### src/rtl/imem_arbiter.sv
// Single-port instruction-RAM arbiter between CPU fetch (read-only) and a loader/debug port.
// Optional fetch starvation guard enabled by defining IMEM_ARB_STARVE_EN.
module imem_arbiter #(
  parameter int unsigned MAX_WAIT = 4,
  parameter int unsigned CW       = 3
) (
  input  logic        clk,
  input  logic        reset_n,
  input  logic        f_req,
  input  logic [31:0] f_addr,
  output logic        f_gnt,
  output logic        f_rvalid,
  output logic [31:0] f_rdata,
  input  logic        l_req,
  input  logic        l_we,
  input  logic        l_lock,
  input  logic [31:0] l_addr,
  input  logic [31:0] l_wdata,
  output logic        l_gnt,
  output logic        l_rvalid,
  output logic [31:0] l_rdata,
  output logic        m_en,
  output logic        m_we,
  output logic [31:0] m_addr,
  output logic [31:0] m_wdata,
  input  logic [31:0] m_rdata,
  output logic        locked
);

  typedef enum logic {
    FREE   = 1'b0,
    LOCKED = 1'b1
  } state_e;

  state_e state_q, state_d;
  logic   arb_locked;
  logic   fetch_wins;
  logic   rd_pend_q, rd_pend_d;
  logic   rd_fetch_q, rd_fetch_d;

  if ((2 ** CW) <= MAX_WAIT) begin : g_cw_check
    $error("imem_arbiter: CW too narrow to hold MAX_WAIT");
  end

  // Lock release is seen combinationally: the cycle l_lock drops already arbitrates as FREE.
  assign arb_locked = (state_q == LOCKED) && l_lock;

  always_comb begin
    state_d = state_q;
    f_gnt   = 1'b0;
    l_gnt   = 1'b0;
    if (reset_n) begin
      if (arb_locked) begin
        l_gnt = l_req;
      end else if (f_req && l_req) begin
        f_gnt = fetch_wins;
        l_gnt = !fetch_wins;
      end else begin
        f_gnt = f_req;
        l_gnt = l_req;
      end
    end
    case (state_q)
      FREE:    if (l_gnt && l_lock) state_d = LOCKED;
      LOCKED:  if (!l_lock) state_d = FREE;
      default: state_d = FREE;
    endcase
  end

  assign m_en    = f_gnt | l_gnt;
  assign m_we    = l_gnt & l_we;
  assign m_addr  = f_gnt ? (f_addr & 32'hFFFF_FFFC) :
                   l_gnt ? (l_addr & 32'hFFFF_FFFC) : '0;
  assign m_wdata = l_gnt ? l_wdata : '0;

  assign rd_pend_d  = m_en & ~m_we;
  assign rd_fetch_d = f_gnt;

  always_ff @(posedge clk or negedge reset_n) begin
    if (!reset_n) begin
      state_q    <= FREE;
      rd_pend_q  <= 1'b0;
      rd_fetch_q <= 1'b0;
    end else begin
      state_q    <= state_d;
      rd_pend_q  <= rd_pend_d;
      rd_fetch_q <= rd_fetch_d;
    end
  end

  assign f_rvalid = rd_pend_q & rd_fetch_q;
  assign l_rvalid = rd_pend_q & ~rd_fetch_q;
  assign f_rdata  = m_rdata;
  assign l_rdata  = m_rdata;
  assign locked   = (state_q == LOCKED);

`ifdef IMEM_ARB_STARVE_EN
  logic [CW-1:0] wait_q, wait_d;

  assign fetch_wins = (wait_q == CW'(MAX_WAIT));

  // Counter is frozen while a lock is in force.
  always_comb begin
    wait_d = wait_q;
    if (!arb_locked) begin
      if (f_gnt) begin
        wait_d = '0;
      end else if (f_req && !fetch_wins) begin
        wait_d = wait_q + CW'(1);
      end
    end
  end

  always_ff @(posedge clk or negedge reset_n) begin
    if (!reset_n) begin
      wait_q <= '0;
    end else begin
      wait_q <= wait_d;
    end
  end
`else
  assign fetch_wins = 1'b0;
`endif

endmodule

### config.mk
export PLATFORM = sky130hd
export DESIGN_NAME = imem_arbiter
export DESIGN_NICKNAME = d
export VERILOG_FILES = /design/src/rtl/imem_arbiter.sv
export SDC_FILE = /design/constraint.sdc
export NUM_CORES = 1
export LEC_CHECK = 0
export ABC_AREA = 1
export BUFFER_PORTS_ARGS = -buffer_cell sky130_fd_sc_hd__buf_2
export CAP_MARGIN = 10
export CORE_AREA = 3 3 102 104
export DETAILED_ROUTE_END_ITERATION = 10
export DIE_AREA = 0 0 105 107
export PLACE_DENSITY = 0.57
export SLEW_MARGIN = 20
export SYNTH_ARGS = -nofsm -noshare
export SYNTH_HDL_FRONTEND = slang
export SYNTH_SLANG_ARGS = --single-unit
### constraint.sdc
create_clock -name clk -period 1.4 [get_ports clk]
set_input_delay 0.21 -clock clk [delete_from_list [all_inputs] [get_ports clk]]
set_output_delay 0.21 -clock clk [all_outputs]
set_load 0.03 [all_outputs]
# [Yosys cells after proc, flatten, opt, wreduce, memory -nomap -nowiden]
# Cells that the tools add are included.
[word_totals] word_cells=26 out_inout_bits=135 ff_bits=3 in_bits=134
[op_classes] mux=12 n_reduce_logical=3 bitwise_logic=8
[ops] cell="32-bit 2-to-1 mux" n=3
[ops] cell="1-bit 2-to-1 mux" n=8
[ops] cell="1-bit AND" n=4
[ops] cell="1-bit logical AND" n=3
[ops] cell="1-bit inverter" n=3
[ops] cell="1-bit one-hot mux with 2 select lines" n=1
[ops] cell="1-bit bitwise OR" n=1

# [Longest topological paths before layout]
[depth] depth_word=7 ltp_mapped=5 depth_no_buf=4

# [Worst setup path before layout]
# No wires, ideal clock.
[synth_timing] path_kind="register to output" start="reg state_q, in the netlist locked" end="out f_gnt" stages_incl_launch_ff=4 path_buffers=0 setup_slack_ns=0.031 t_required_ns=1.190 t_arrival_ns=1.159 cell_sequence="dfrtp_1 -> nand2_1 -> nand2_1 -> nor2_1"
[synth_between] elab_chain_cells=3
[synth_lines] item="from (decl)" line="35" rtl="state_e state_q, state_d;"
[synth_lines] item="from (signal assigned)" line="85" rtl="state_q <= state_d;"
[synth_lines] item="1-bit logical AND" line="46" rtl="assign arb_locked = (state_q == LOCKED) && l_lock;"
[synth_lines] item="1-bit 2-to-1 mux" line="53" rtl="if (arb_locked) begin"
[synth_lines] item="1-bit 2-to-1 mux" line="52" rtl="if (reset_n) begin"
[synth_lines] item="to (decl)" line="11" rtl="output logic f_gnt,"
# No other way between the ends.

# [Final worst setup path]
[layout_timing] start="reg state_q, in the netlist locked" end="out m_addr[10]"
[layout_between] elab_chain_cells=5 elab_cells_between_ends=7 cone_classes="mux: 6; reduce/logical: 1"
[layout_lines] item="1-bit logical AND (*)" line="46"
[layout_lines] item="1-bit 2-to-1 mux" line="53"
[layout_lines] item="1-bit 2-to-1 mux" line="52"
[layout_lines] item="32-bit 2-to-1 mux" line="73" rtl="l_gnt ? (l_addr & 32'hFFFF_FFFC) : '0;"
[layout_lines] item="32-bit 2-to-1 mux (*)" line="72" rtl="assign m_addr = f_gnt ? (f_addr & 32'hFFFF_FFFC) :"
[layout_lines] item="to (decl)" line="24" rtl="output logic [31:0] m_addr,"
# Mark *: on every way between the ends. The rest lies on a longest branch, timed or not.

==> reports/metrics.cfg <==
[power]
combPwrFrac_pct = 68.3
power_frac_seq_pct = 8.9
internal_power_uw = 590
power_frac_clock_pct = 22.9
power_density_nw_per_um2 = 498
switchingPower_uw = 506
sw_frac_of_total_pct = 46.2
leakage_nw = 1.46
irDropWorstVdd_mv = 0.295

[drt]
wl_per_cell_um = 12.4
vias_per_cell = 3.83
dr.pass1.iters = 4
drt_wl_total_um = 6100
vias = 1881
drc = 0
drt_iter0_markers = 115
detail-route-antenna-nets = 0

[outcome]
outcome = complete, but fails checks
violations = negative setup slack

[logic_synthesis]
synth_edf_count = 0
postSynthAreaPerCell_sq_um = 5.43
synthArstFlopShare_pct = 100
syn_area_sq_um = 1400
synth_cell_type_count = 13
netlist.area_leader.share_pct = 35.5
ys_seq_area_share_pct = 5.38
synth.top_cells.by_area = buf_4 (36%), nand2_1 (18%), nand4_1 (13%)
synth_most_common_cell = nand2_1
synth_common_cells = nand2_1 (67), buf_4 (66), inv_1 (36)
syn_inst = 257
yosys_warnings = 0
yosys_register_bits = 3
yosysTopAreaCell = buf_4
synth-main-ff-cell = dfrtp_1

[critical_path]
critPathKind = flop to output pin
cp.required_ns = 1.19
path_max_fanout = 13
crit_chain = nand2_4 -> buf_12 -> nand4_1 -> nand2_1 -> buf_6
crit_path_top_delay_cell = dfrtp_1
slowest_delay_ns = 0.39
arrival_ns = 1.26
start_kind = flop
worstSetupEndpointType = output pin

[cts]
ctsHtreeMaxLevel = 1
cts.root.buffer_cell = clkbuf_8
clock_path_buffers = 2
cts_sinks = 3
cts_tree = built
cts_buffers = 3
clock_latency_ns = 0.21
clk_pin_slew_ns = 0.03

[timing]
setup_viol = 28
maxSlewViolCount = 0
holdWs_ns = 0.214
min_period_over_period_pct = 105
setup_ws_ns = -0.0691
setup-tns-final_ns = -0.570
rsz0062_at_grt = true
min_period_ns = 1.47
hold_viol = 0
clock_skew_ns = 0.00114
clock.fmax_ghz = 0.681

[placed_design]
dp_hpwl_um = 4640
post-place-cells = 483
place.gp.congestion = 0.680
placed_area_sq_um = 1900
place_worst_setup_slack_ns = 0.0549
io_buffer_count = 166

[cells_and_area]
nets = 493
stdcell_count = 491
final_area_sq_um = 2200
drive_above_1_share_pct = 51.7
fillers = 1123
area_growth_syn_to_layout_pct = 57.6
n_antenna_cell = 0

[floorplanning]
start_util_pct = 14.5
io_pins = 269
rows = 36
core_sq_um = 9640
dieArea_sq_um = 11200
die_h_um = 107
die_w_um = 105

[grt]
grt_start_max_net_pins = 33
grtUsageTotal_pct = 9.79
grt_overflow = 0
grt_pass1_vias = 1795
grt_first_pass_wirelength_um = 9010
antenna_found_initial = 0

[job]
max-cap-violations = 0

[min_path]
hold_class = input pin to flop

[power by group through the flow]
stage | Combinational (mW) | Sequential [mW] | Clock [mW]
2_1_floorplan | 0.718 | 0.101 | 0
3_3_place_gp | 0.651 | 0.0969 | 0
3_5_place_dp | 0.655 | 0.0970 | 0
4_1_cts | 0.752 | 0.0973 | 0.261
5_1_grt | 0.807 | 0.0981 | 0.271
6_report | 0.748 | 0.0971 | 0.251
[sequential cells by signal, indices dropped and copies added (netlist names)]
register    cells
rd_fetch_q      1
rd_pend_q       1
locked          1
[path summary, 6_finish.rpt]
kind / startpoint / slack (ns) / end / depth (start not counted)
setup / recovery: locked$_DFF_PN0_ / -0.07 / m_addr[10] / 5
hold / removal: l_req / 0.21 / rd_fetch_q$_DFF_PN0_ / 2
setup reg to reg: locked$_DFF_PN0_ / 0.45 / locked$_DFF_PN0_ / 4
hold reg to reg: locked$_DFF_PN0_ / 0.79 / rd_fetch_q$_DFF_PN0_ / 4
max in group asynchronous: reset_n / 0.87 / rd_pend_q$_DFF_PN0_ / 3
min in group asynchronous: reset_n / 0.44 / locked$_DFF_PN0_ / 3
[cell usage in the layout, fill, tap and decap left out]
cell / count
buf_2: 134
nand2_1: 65
inv_1: 36
nor2_1: 34
nand4_1: 30
buf_6: 27
buf_4: 11
clkbuf_8: 3
dfrtp_1: 3
buf_12: 3
nand2_4: 2
conb_1: 2
nand2_2: 1
inv_4: 1
inv_2: 1
nor2_4: 1
a21oi_1: 1
clkbuf_1: 1
buf_16: 1
dlygate4sd3_1: 1
[cell type report]
class | instances | area [sq um] | share of cell area [%]
clock buffers | 4 | 45.0 | 2.05
inverters | 38 | 145 | 6.60
multi-input cells | 136 | 612 | 27.8
flip-flops and latches | 3 | 75.1 | 3.41
well taps | 133 | 166 | 7.57
repair buffers | 177 | 1150 | 52.5
[kinds of logic after synthesis]
family | after synthesis | share of synthesized area, %
AO/OA/AOI/OAI | 1 | 0.358
buffers and inverters | 119 | 52.6
flip-flops | 3 | 5.38
other | 1 | 0.269
AND/OR/NAND/NOR | 133 | 41.3
[repair_timing]
item | CTS | global route
gates resized for setup | 65 | 1
gates cloned | 1 | 0
endpoints found under the hold margin | 3 | 0
setup buffers | 2 | 0
pin swaps | 1 | 2
hold buffers | 1 | 0
endpoints found under the setup margin | 31 | 32
[metrics by stage]
stage / power [mW] / util, %
final: 1.10 / 22.8
after global routing: 1.18 / 22.8
after CTS: 1.11 / 22.8
after detailed placement: 0.752 / 19.7
after global placement: 0.748 / 19.7
after floorplan: 0.819 / -
[critical path: cells and delay by family, from the launching register on]
family / cells / cell delay (ns)
flip-flops: 1 / 0.39
buffers and inverters: 2 / 0.28
AND/OR/NAND/NOR: 3 / 0.36
[per-layer routing]
layer	track usage [%]	share of wire (%)
met1	11.3	38
met2	17.1	51
met3	2.59	8.5
met4	4.03	3.0
met5	0	0
(Power assumes the default switching activity.)
